==> src/rtl/spot_metering.sv <==
// Spot metering tap on the debayered RGB stream: per-channel window means and luma at frame end.
// Optional per-channel window peaks are built when SPOT_METERING_PEAK_EN is defined.
module spot_metering #(
    parameter int X_RESOLUTION       = 640,
    parameter int Y_RESOLUTION       = 400,
    parameter int WINDOW_X_START     = 192,
    parameter int WINDOW_Y_START     = 136,
    parameter int WINDOW_WIDTH_LOG2  = 8,
    parameter int WINDOW_HEIGHT_LOG2 = 7
) (
    input  logic       pixel_clock_in,
    input  logic       reset_n_in,
    input  logic [9:0] pixel_red_data_in,
    input  logic [9:0] pixel_green_data_in,
    input  logic [9:0] pixel_blue_data_in,
    input  logic       line_valid_in,
    input  logic       frame_valid_in,
    output logic [9:0] red_average_out,
    output logic [9:0] green_average_out,
    output logic [9:0] blue_average_out,
    output logic [9:0] luma_average_out,
    output logic       metering_valid_out,
    output logic       frame_incomplete_out,
    output logic [9:0] red_peak_out,
    output logic [9:0] green_peak_out,
    output logic [9:0] blue_peak_out
);

    localparam int WH    = WINDOW_WIDTH_LOG2 + WINDOW_HEIGHT_LOG2;
    localparam int ACC_W = 10 + WH;
    localparam int CNT_W = WH + 1;

    localparam logic [12:0] X_LO = 13'(WINDOW_X_START);
    localparam logic [12:0] X_HI = 13'(WINDOW_X_START + (1 << WINDOW_WIDTH_LOG2));
    localparam logic [12:0] Y_LO = 13'(WINDOW_Y_START);
    localparam logic [12:0] Y_HI = 13'(WINDOW_Y_START + (1 << WINDOW_HEIGHT_LOG2));
    localparam logic [CNT_W-1:0] FULL_COUNT = CNT_W'(1 << WH);

    typedef enum logic [1:0] {
        WAIT_IDLE  = 2'd0,
        IDLE       = 2'd1,
        ACCUMULATE = 2'd2,
        FINALISE   = 2'd3
    } state_t;

    function automatic logic [11:0] sat_inc(input logic [11:0] v);
        return (v == 12'hFFF) ? v : v + 12'd1;
    endfunction

    state_t             state_q, state_d;
    logic [11:0]        x_count_q, x_count_d;
    logic [11:0]        y_count_q, y_count_d;
    logic               lv_prev_q, lv_prev_d;
    logic [ACC_W-1:0]   red_sum_q, red_sum_d;
    logic [ACC_W-1:0]   green_sum_q, green_sum_d;
    logic [ACC_W-1:0]   blue_sum_q, blue_sum_d;
    logic [CNT_W-1:0]   window_count_q, window_count_d;
    logic [9:0]         red_avg_q, red_avg_d;
    logic [9:0]         green_avg_q, green_avg_d;
    logic [9:0]         blue_avg_q, blue_avg_d;
    logic [9:0]         red_out_q, red_out_d;
    logic [9:0]         green_out_q, green_out_d;
    logic [9:0]         blue_out_q, blue_out_d;
    logic [9:0]         luma_out_q, luma_out_d;
    logic               valid_q, valid_d;
    logic               incomplete_q, incomplete_d;

    logic               frame_start_s;
    logic               counting_s;
    logic               in_window_s;
    logic               complete_s;
    logic [11:0]        x_base_s, y_base_s;
    logic [ACC_W-1:0]   red_base_s, green_base_s, blue_base_s;
    logic [CNT_W-1:0]   count_base_s;
    logic [13:0]        luma_s;

    // Frame start folds the counter clear into the first counted cycle so a pixel arriving then is kept.
    always_comb begin
        frame_start_s = (state_q == IDLE) && frame_valid_in;
        counting_s    = (state_q == ACCUMULATE) || frame_start_s;
        complete_s    = (window_count_q == FULL_COUNT);
        x_base_s      = frame_start_s ? 12'd0 : x_count_q;
        y_base_s      = frame_start_s ? 12'd0 : y_count_q;
        red_base_s    = frame_start_s ? {ACC_W{1'b0}} : red_sum_q;
        green_base_s  = frame_start_s ? {ACC_W{1'b0}} : green_sum_q;
        blue_base_s   = frame_start_s ? {ACC_W{1'b0}} : blue_sum_q;
        count_base_s  = frame_start_s ? {CNT_W{1'b0}} : window_count_q;
        in_window_s   = counting_s && line_valid_in &&
                        ({1'b0, x_base_s} >= X_LO) && ({1'b0, x_base_s} < X_HI) &&
                        ({1'b0, y_base_s} >= Y_LO) && ({1'b0, y_base_s} < Y_HI);
        luma_s        = {3'b000, red_avg_q, 1'b0} + (14'(green_avg_q) * 14'd5) +
                        {4'b0000, blue_avg_q};
    end

    // Next-state computation for the FSM, counters, accumulators and published results.
    always_comb begin
        state_d        = state_q;
        x_count_d      = x_count_q;
        y_count_d      = y_count_q;
        lv_prev_d      = lv_prev_q;
        red_sum_d      = red_sum_q;
        green_sum_d    = green_sum_q;
        blue_sum_d     = blue_sum_q;
        window_count_d = window_count_q;
        red_avg_d      = red_avg_q;
        green_avg_d    = green_avg_q;
        blue_avg_d     = blue_avg_q;
        red_out_d      = red_out_q;
        green_out_d    = green_out_q;
        blue_out_d     = blue_out_q;
        luma_out_d     = luma_out_q;
        valid_d        = 1'b0;
        incomplete_d   = 1'b0;

        if (counting_s) begin
            lv_prev_d = line_valid_in;
            if (line_valid_in) begin
                x_count_d = sat_inc(x_base_s);
                y_count_d = y_base_s;
            end else if (lv_prev_q && (state_q == ACCUMULATE)) begin
                x_count_d = 12'd0;
                y_count_d = sat_inc(y_base_s);
            end else begin
                x_count_d = x_base_s;
                y_count_d = y_base_s;
            end
            if (in_window_s) begin
                red_sum_d      = red_base_s + ACC_W'(pixel_red_data_in);
                green_sum_d    = green_base_s + ACC_W'(pixel_green_data_in);
                blue_sum_d     = blue_base_s + ACC_W'(pixel_blue_data_in);
                window_count_d = count_base_s + CNT_W'(1);
            end else begin
                red_sum_d      = red_base_s;
                green_sum_d    = green_base_s;
                blue_sum_d     = blue_base_s;
                window_count_d = count_base_s;
            end
        end else begin
            lv_prev_d = 1'b0;
        end

        case (state_q)
            WAIT_IDLE: begin
                if (!frame_valid_in) begin
                    state_d = IDLE;
                end else begin
                    state_d = WAIT_IDLE;
                end
            end
            IDLE: begin
                if (frame_valid_in) begin
                    state_d = ACCUMULATE;
                end else begin
                    state_d = IDLE;
                end
            end
            ACCUMULATE: begin
                if (!frame_valid_in) begin
                    state_d = FINALISE;
                    if (complete_s) begin
                        red_avg_d   = red_sum_q[ACC_W-1:WH];
                        green_avg_d = green_sum_q[ACC_W-1:WH];
                        blue_avg_d  = blue_sum_q[ACC_W-1:WH];
                    end else begin
                        red_avg_d   = red_avg_q;
                    end
                end else begin
                    state_d = ACCUMULATE;
                end
            end
            FINALISE: begin
                state_d = IDLE;
                if (complete_s) begin
                    red_out_d   = red_avg_q;
                    green_out_d = green_avg_q;
                    blue_out_d  = blue_avg_q;
                    luma_out_d  = luma_s[12:3];
                    valid_d     = 1'b1;
                end else begin
                    incomplete_d = 1'b1;
                end
            end
            default: begin
                state_d = WAIT_IDLE;
            end
        endcase
    end

    // State and datapath registers.
    always_ff @(posedge pixel_clock_in or negedge reset_n_in) begin
        if (!reset_n_in) begin
            state_q        <= WAIT_IDLE;
            x_count_q      <= 12'd0;
            y_count_q      <= 12'd0;
            lv_prev_q      <= 1'b0;
            red_sum_q      <= {ACC_W{1'b0}};
            green_sum_q    <= {ACC_W{1'b0}};
            blue_sum_q     <= {ACC_W{1'b0}};
            window_count_q <= {CNT_W{1'b0}};
            red_avg_q      <= 10'd0;
            green_avg_q    <= 10'd0;
            blue_avg_q     <= 10'd0;
            red_out_q      <= 10'd0;
            green_out_q    <= 10'd0;
            blue_out_q     <= 10'd0;
            luma_out_q     <= 10'd0;
            valid_q        <= 1'b0;
            incomplete_q   <= 1'b0;
        end else begin
            state_q        <= state_d;
            x_count_q      <= x_count_d;
            y_count_q      <= y_count_d;
            lv_prev_q      <= lv_prev_d;
            red_sum_q      <= red_sum_d;
            green_sum_q    <= green_sum_d;
            blue_sum_q     <= blue_sum_d;
            window_count_q <= window_count_d;
            red_avg_q      <= red_avg_d;
            green_avg_q    <= green_avg_d;
            blue_avg_q     <= blue_avg_d;
            red_out_q      <= red_out_d;
            green_out_q    <= green_out_d;
            blue_out_q     <= blue_out_d;
            luma_out_q     <= luma_out_d;
            valid_q        <= valid_d;
            incomplete_q   <= incomplete_d;
        end
    end

    assign red_average_out      = red_out_q;
    assign green_average_out    = green_out_q;
    assign blue_average_out     = blue_out_q;
    assign luma_average_out     = luma_out_q;
    assign metering_valid_out   = valid_q;
    assign frame_incomplete_out = incomplete_q;

`ifdef SPOT_METERING_PEAK_EN
    logic [9:0] red_max_q, red_max_d;
    logic [9:0] green_max_q, green_max_d;
    logic [9:0] blue_max_q, blue_max_d;
    logic [9:0] red_pk_q, red_pk_d;
    logic [9:0] green_pk_q, green_pk_d;
    logic [9:0] blue_pk_q, blue_pk_d;
    logic [9:0] red_mbase_s, green_mbase_s, blue_mbase_s;

    // Running window maxima, published under the same complete-window rule as the means.
    always_comb begin
        red_mbase_s   = frame_start_s ? 10'd0 : red_max_q;
        green_mbase_s = frame_start_s ? 10'd0 : green_max_q;
        blue_mbase_s  = frame_start_s ? 10'd0 : blue_max_q;
        red_max_d     = red_max_q;
        green_max_d   = green_max_q;
        blue_max_d    = blue_max_q;
        red_pk_d      = red_pk_q;
        green_pk_d    = green_pk_q;
        blue_pk_d     = blue_pk_q;
        if (counting_s) begin
            if (in_window_s) begin
                red_max_d   = (pixel_red_data_in   > red_mbase_s)   ? pixel_red_data_in   : red_mbase_s;
                green_max_d = (pixel_green_data_in > green_mbase_s) ? pixel_green_data_in : green_mbase_s;
                blue_max_d  = (pixel_blue_data_in  > blue_mbase_s)  ? pixel_blue_data_in  : blue_mbase_s;
            end else begin
                red_max_d   = red_mbase_s;
                green_max_d = green_mbase_s;
                blue_max_d  = blue_mbase_s;
            end
        end else begin
            red_max_d = red_max_q;
        end
        if ((state_q == FINALISE) && complete_s) begin
            red_pk_d   = red_max_q;
            green_pk_d = green_max_q;
            blue_pk_d  = blue_max_q;
        end else begin
            red_pk_d   = red_pk_q;
        end
    end

    // Peak registers.
    always_ff @(posedge pixel_clock_in or negedge reset_n_in) begin
        if (!reset_n_in) begin
            red_max_q   <= 10'd0;
            green_max_q <= 10'd0;
            blue_max_q  <= 10'd0;
            red_pk_q    <= 10'd0;
            green_pk_q  <= 10'd0;
            blue_pk_q   <= 10'd0;
        end else begin
            red_max_q   <= red_max_d;
            green_max_q <= green_max_d;
            blue_max_q  <= blue_max_d;
            red_pk_q    <= red_pk_d;
            green_pk_q  <= green_pk_d;
            blue_pk_q   <= blue_pk_d;
        end
    end

    assign red_peak_out   = red_pk_q;
    assign green_peak_out = green_pk_q;
    assign blue_peak_out  = blue_pk_q;
`else
    assign red_peak_out   = 10'd0;
    assign green_peak_out = 10'd0;
    assign blue_peak_out  = 10'd0;
`endif

endmodule

==> config.mk <==
export PLATFORM = sky130hd
export DESIGN_NAME = spot_metering
export DESIGN_NICKNAME = d
export VERILOG_FILES = /design/src/rtl/spot_metering.sv
export SDC_FILE = /design/constraint.sdc
export NUM_CORES = 1
export LEC_CHECK = 0
export ABC_CLOCK_PERIOD_IN_PS = 4100
export CAP_MARGIN = 40
export CORE_UTILIZATION = 37
export DETAILED_ROUTE_END_ITERATION = 7
export GPL_TIMING_DRIVEN = 0
export HOLD_SLACK_MARGIN = 0.05
export PLACE_DENSITY = 0.68
export SETUP_SLACK_MARGIN = 0.3
export SYNTH_ARGS = -nofsm -noshare
export SYNTH_HDL_FRONTEND = slang
export SYNTH_SLANG_ARGS = --single-unit
==> constraint.sdc <==
create_clock -name pixel_clock_in -period 4.1 [get_ports pixel_clock_in]
set_input_delay 0.615 -clock pixel_clock_in [delete_from_list [all_inputs] [get_ports pixel_clock_in]]
set_output_delay 0.615 -clock pixel_clock_in [all_outputs]
set_load 0.02 [all_outputs]
==> key figures <==
Cells and area
  • Fin nets: 1423
  • Fillers: 2799
  • Layout area overhead: 18.6%
  • Antenna cells: 0
  • Multi-input gate area: 5820 sq um
  • Share of cells above drive strength 1: 9.52%
  • Register area: 4750 sq um

Logic synthesis
  • Main synth FF type: dfrtp_1
  • Post-synthesis cell count: 1185
  • Distinct cell type count after synthesis: 60
  • Synth Area per Inst: 9.32 sq um
  • FF+latch count, synth: 190
  • Most frequent cells after synthesis: nand2_1 (198), dfrtp_1 (190), o21ai_0 (82)
  • Post-synth top area cell: dfrtp_1
  • Post-synth EDFFs: 0
  • Async S/R FF share, synth: 100%
  • Top-count cell post-synth: nand2_1
  • Synthesized cell area: 11000 sq um
  • Top post-synthesis cells by area: dfrtp_1 (43%), nand2_1 (6.7%), ha_1 (6.5%)
  • Ys Warns: 0
  • Proportion of netlist area held by the largest area contributor: 43.0%
  • Register area share after synthesis: 43.0%

Floorplan
  • Die ar.: 30500 sq um
  • Die Width: 175 um
  • Placement Rows: 62
  • # IOs: 106
  • Die Height: 175 um
  • Core Footprint: 29000 sq um
  • Initial cell density of the core: 38.1%

Timing
  • Worst Tran Pin Value: 820 ps
  • Clock skew: 9.49 ps
  • Final setup fails: 0
  • Final hold vios: 0
  • Final period util: 86.7%
  • Post-Route Setup TNS: 0 ps
  • Min Tclk post-route: 3560 ps
  • RSZ-0062 raised after global routing: false
  • Slew HR: 45.3%
  • Fmax: 281 MHz
  • Max Slew Vio Count: 0
  • Worst setup margin: 544 ps

Route
  • WL final: 26000 um
  • Met2 wire len: 12100 um
  • Antenna Nets Post-Route: 0
  • DR WL met3: 1150 um
  • Number of DRC markers in iteration 0: 627
  • DR pass1 iterations: 5
  • Wire length on met1: 12300 um
  • Top Metal Used: met4
  • Drt drc: 0
  • Routed len/inst: 15.2 um
  • Vias: 8735
  • Vias/cell: 5.11

Setup path
  • Worst Path Arrival: 3910 ps
  • Internal reg-to-reg setup slack: 540 ps
  • Worst setup path category: flip-flop to flip-flop
  • WP data required: 4460 ps
  • Crit. End Element: flip-flop
  • Worst Setup Start Kind: flip-flop
  • FF-to-FF End: blue_sum_q[20]$_DFFE_PN0N_
  • FF-to-FF path depth: 12
  • Crit-path max FO: 10

Placement
  • Count of input and output buffers: 74
  • Worst slack, placed: -1280 ps
  • Hpwl dp: 18800 um
  • Final RePlAce weighted congestion: 0.886

Global routing
  • Vias in the first global route: 8427
  • First-pass GRT wire length: 43400 um
  • GRT Residual Overflow: 0
  • Largest net degree at the start of global routing: 109
  • Total global-route track usage: 17.8%
  • Initial antenna violation count: 0

Pwr
  • Pwr/cell area: 301 nW/um^2
  • Internal power: 2890 uW
  • Switch share: 26.7%
  • Worst VDD drop: 282 uV
  • Static leakage power: 0.00612 uW
  • Logic pwr share: 9.2%
  • Clock network power share: 42.5%
  • PnR Total Power: 3940 uW
  • Switch Pwr: 1050 uW
  • Register share of total power: 48.3%

Clock network
  • Clock sink total: 190
  • Worst-skew pair later-pin latency: 440 ps
  • Htree depth: 4
  • CTS tree: yes
  • Clk root buf: clkbuf_16
  • Clock Path Buffers: 2
  • Cts bufs inserted: 17
  • Worst-path clk slew: 70 ps
  • Cts hold-fix bufs: 0

Min path
  • Class of the worst hold path: input pin to async pin

Run
  • Max-Cap Viols: 0

Run status
  • Status: completed
[per-layer routing]
layer | vias up | GRT usage, %
met5 | - | 0
met4 | 0 | 5.33
met3 | 33 | 3.29
met2 | 243 | 28.6
met1 | 4195 | 24.3
li1 | 4264 | -
[area by class of cell]
| cell class | instances | area share [%] |
|---|---|---|
| plain buffers | 78 | 3.28 |
| clock buffers | 18 | 3.35 |
| clock inverters | 13 | 1.16 |
| inverters | 58 | 1.66 |
| multi-input cells | 888 | 44.5 |
| flip-flops and latches | 190 | 36.3 |
| well taps | 384 | 3.67 |
| repair buffers | 79 | 6.11 |
[power groups by stage]
stage / clock (uW) / sequential [uW] / combinational (uW)
floorplan: 0 / 1940 / 199
global placement: 0 / 1940 / 347
detailed placement: 0 / 1940 / 357
CTS: 1710 / 1910 / 366
global route: 1780 / 1910 / 401
finish: 1680 / 1910 / 363
[critical path: stages (launching register included)]
cell and delay [ps]:
dfrtp_1 430, nand3b_1 270, clkbuf_8 230, clkbuf_2 260
and2_1 250, ha_1 220, fa_1 420, a21oi_1 190
o21ai_0 150, a31oi_1 410, o21ai_2 230, a31o_2 280
a21oi_1 130
[worst max-delay path by stage]
stage,slack (ps),cells past startpoint,to
after floorplan,800,13,red_sum_q[14]$_DFFE_PN0N_
after global placement,-5610,1,green_sum_q[4]$_DFFE_PN0N_
after detailed placement,-1280,14,y_count_q[9]$_DFFE_PN0N_
after CTS,300,15,red_sum_q[14]$_DFFE_PN0N_
after global routing,390,12,luma_average_out[9]$_DFFE_PN0P_
final,540,12,blue_sum_q[20]$_DFFE_PN0N_
[metrics by stage]
| stage | area, sq um | utilization, % | cells | hold slack [ps] |
|---|---|---|---|---|
| 2_1_floorplan | 11200 | - | 1214 | 319 |
| 3_3_place_gp | 12400 | 42.7 | 1672 | 461 |
| 3_5_place_dp | 12400 | 42.8 | 1674 | 462 |
| 4_1_cts | 13100 | 45.1 | 1708 | 276 |
| 5_1_grt | 13100 | 45.1 | 1708 | 309 |
| 6_report | 13100 | 45.1 | 1708 | 228 |
[sequential cells by signal, indices dropped and copies added, names as in the netlist, named ones only]
name,flops
frame_incomplete_out,1
state_q,1
blue_avg_q,10
blue_sum_q,25
green_sum_q,25
luma_average_out,10
blue_average_out,10
x_count_q,12
red_sum_q,25
red_average_out,10
window_count_q,16
lv_prev_q,1
red_avg_q,10
metering_valid_out,1
green_average_out,10
green_avg_q,10
y_count_q,12
[cell families after synthesis]
kind of cell | after synthesis | synth area share, %
and+or+nand+nor | 450 | 19.7
xor gates and xnor gates | 84 | 6.66
buffers and inverters | 136 | 5.65
AOI/OAI and AO/OA | 216 | 11.7
muxes | 31 | 3.13
other | 1 | 0.0340
adders and majority gates | 77 | 10.1
DFF | 190 | 43.0
[cell usage in the layout, fill, tap and decap left out, types with 6 or more instances in the layout]
| cell type | netlist | final |
|---|---|---|
| nand3_1 | 31 | 31 |
| a211oi_1 | 10 | 8 |
| or3_1 | 9 | 9 |
| a21o_1 | 13 | 13 |
| fa_1 | 20 | 19 |
| clkbuf_16 | 0 | 17 |
| inv_1 | 58 | 58 |
| xnor2_1 | 32 | 32 |
| nor2_1 | 62 | 62 |
| nand2_1 | 198 | 198 |
| o21bai_1 | 6 | 6 |
| a21oi_1 | 53 | 53 |
| xor2_1 | 52 | 52 |
| nor4_1 | 8 | 7 |
| o211ai_1 | 7 | 7 |
| a31oi_1 | 10 | 10 |
| ha_1 | 57 | 57 |
| o21ai_0 | 82 | 82 |
| clkdlybuf4s50_1 | 0 | 72 |
| nand4_1 | 35 | 35 |
| mux2_2 | 28 | 28 |
| and2_1 | 44 | 44 |
| nor3_1 | 14 | 14 |
| and3_1 | 12 | 12 |
| dfrtp_1 | 190 | 190 |
| clkbuf_1 | 43 | 36 |
| buf_4 | 30 | 32 |
| conb_1 | 1 | 30 |
| a31o_2 | 9 | 9 |
[what timing repair did]
| item | in CTS | in global routing |
|---|---|---|
| gates resized for setup | 17 | 5 |
| setup endpoints to repair | 76 | 36 |
| gates cloned | 1 | 0 |
| buffers inserted | 2 | 0 |
| pin swaps | 2 | 1 |
Note: power is estimated with default switching activity, not from simulation.
==> RTL edit: new RTL, same settings <==
The parameter `WINDOW_HEIGHT_LOG2` goes from 7 to 8.
--- a/src/rtl/spot_metering.sv
+++ b/src/rtl/spot_metering.sv
@@ -7,5 +7,5 @@
     parameter int WINDOW_Y_START     = 136,
     parameter int WINDOW_WIDTH_LOG2  = 8,
-    parameter int WINDOW_HEIGHT_LOG2 = 7
+    parameter int WINDOW_HEIGHT_LOG2 = 8
 ) (
     input  logic       pixel_clock_in,
Formal check against the unedited RTL: no difference found for any inputs over 4 cycles, from zero or initial values and one cycle with reset_n_in low; that may be too few to reach the edited logic, so the function may still have changed.
==> RTL edit against the unedited design <==
  * Setup slack lost 0.060 ns
  * Routed wire length up 0.20%
  * Sequential cell count increased by 4
  * Power grew 0.98%
  * Cell area rose by 2.1%
  * Largest cell class unchanged
  * First-iteration DRC count is 3.2% lower
  * Area after synthesis rose by 2.7%
==> RTL edit: results (changes against the unedited design) <==
** Run status
- The run finished with clean final reports.

** Global routing
- The maximum number of pins on one net before global-route repair was 101 (-7.3%).
- The aggregate global-route resource usage was 17.5% (-0.30 points).
- Number of global-route vias before repair :: 8562 (+1.6%)
- Global-route wire length before repair :: 43400 um (about the same)

** Power
- Worst vdd rail ir drop :: 0.000293 V (+4.0%)
- Static power due to leakage :: 0.00627 uW (+2.6%)

** Worst setup path
- Biggest cell delay along the critical path :: 0.53 ns (+0.10 ns)
- The critical path data arrival time was 3.92 ns (about the same).
- On the critical path, the stage with the largest delay is an instance of fa_1.
- The worst setup slack for register-to-register paths was 0.48 ns (-0.06 ns).
- End of the worst register-to-register path :: luma_average_out[9]
- The largest driver fanout on the critical path was 4 (-6).
- Broken down by cell family, the worst path's largest delay share belongs to adder cells.
- R2R cell count :: 10 (-2)

** STA
- The worst hold-check slack is 0.188 ns (-0.0399 ns).
- Worst slew margin relative to its limit :: 49.6% (+4.3 points)
- Worst Clk Skew :: 0.0122 ns (+0.00274 ns)

** Cells and area
- The fraction of final layout cells with drive strength greater than 1 was 10.5% (+0.95 points).
- The largest registers in the layout are blue_sum_q: 26 flops, green_sum_q: 26 flops, red_sum_q: 26 flops.
- The count of nets after finishing is 1435 (+0.84%).

** Logic synthesis
- Compound-gate portion of the synthesized area :: 11.3% (-0.40 points)
- The fraction of synthesized area in multiplexers is 3.64% (+0.51 points).
- List of most frequent post-synthesis cells :: 194 x dfrtp_1, 193 x nand2_1, 81 x o21ai_0
- The adder-cell share of the synthesized area is 9.81% (-0.27 points).
- The post-synthesis cell type count is 69 (+15%).
- The sequential-to-total area share from yosys stat is 42.8% (-0.26 points).
- Yosys attributes the largest share of cell area to dfrtp_1 43%, nand2_1 6.4%, ha_1 6.3%, o21ai_0 3.6%, fa_1 3.5%.
- Xor and xnor area share after synthesis :: 6.02% (-0.64 points)

** Routing
- The iteration-0 DRC count of the detailed router is 607 (-3.2%).
- The post-detailed-routing wire length was 26100 um (+0.20%).
- First-pass iteration count of the detailed router :: 4 (-1)
- DR vias :: 8821 (+0.98%)

** Place
- The cell area after placement came to 12800 um^2 (+2.8%).
- Weighted congestion reported at the end of routability-driven placement :: 0.911 (+2.8%)
- The sum of net half-perimeters after detailed placement came to 19400 um (+2.7%).

** Clocking
- The maximum level of the CTS H-tree was 4 (unchanged).
- The setup fix buffers added after clock tree synthesis is 1 (-1).
- The number of instances resized during post-cts repair is 10 (-7).
RTL edit: how the worst max path moves through the flow:
stage	start	endpoint	slack (ns)
after floorplan	green_avg_q[1]	luma_average_out[9]	0.68
after global placement	reset_n_in	y_count_q[3]	-5.74
after detailed placement	frame_valid_in	green_sum_q[19]	-0.62
after CTS	green_avg_q[1]	luma_average_out[9]	0.34
after global routing	green_avg_q[3]	luma_average_out[9]	0.26
final	green_avg_q[1]	luma_average_out[9]	0.48
RTL edit: final cells by class:
class	instances	area [um^2]
sequential	194	4850
fill	2807	16500
buffer	73	418
clock buffer	17	425
multi-input combinational	905	6040
clock inverter	15	144
timing repair buffer	81	813
tap	390	488
inverter	52	195
RTL edit: per-layer routing:
layer	global-route usage, %	up-vias	part of all wire [%]
met5	0	-	0
met4	5.28	0	2.0
met3	3.09	36	4.0
met2	28.4	191	47
met1	23.6	4224	47
li1	-	4370	-
RTL edit: power by group:
| part | switching, uW | internal, uW |
|---|---|---|
| registers | 23.6 | 1940 |
| logic | 246 | 130 |
| clock network | 789 | 853 |
| total | 1060 | 2930 |
RTL edit: logic make-up (layout without fill, tap and decap cells):
group	count (synthesis)	in the layout
simple gates	478	478
compound gates	205	205
flops	194	194
buf+inv	125	238
xor+xnor	78	78
fa+ha+maj	77	77
mux	37	37
other cells	1	30
RTL edit: metrics by stage:
| stage | TNS (ns) | setup WS [ns] | std cells |
|---|---|---|---|
| 2_1_floorplan | 0 | 0.683 | 1224 |
| 5_1_grt | 0 | 0.258 | 1727 |
| 3_3_place_gp | -1142.21 | -5.74 | 1688 |
| 6_report | 0 | 0.484 | 1727 |
| 3_5_place_dp | -21.13 | -0.622 | 1693 |
| 4_1_cts | 0 | 0.336 | 1726 |
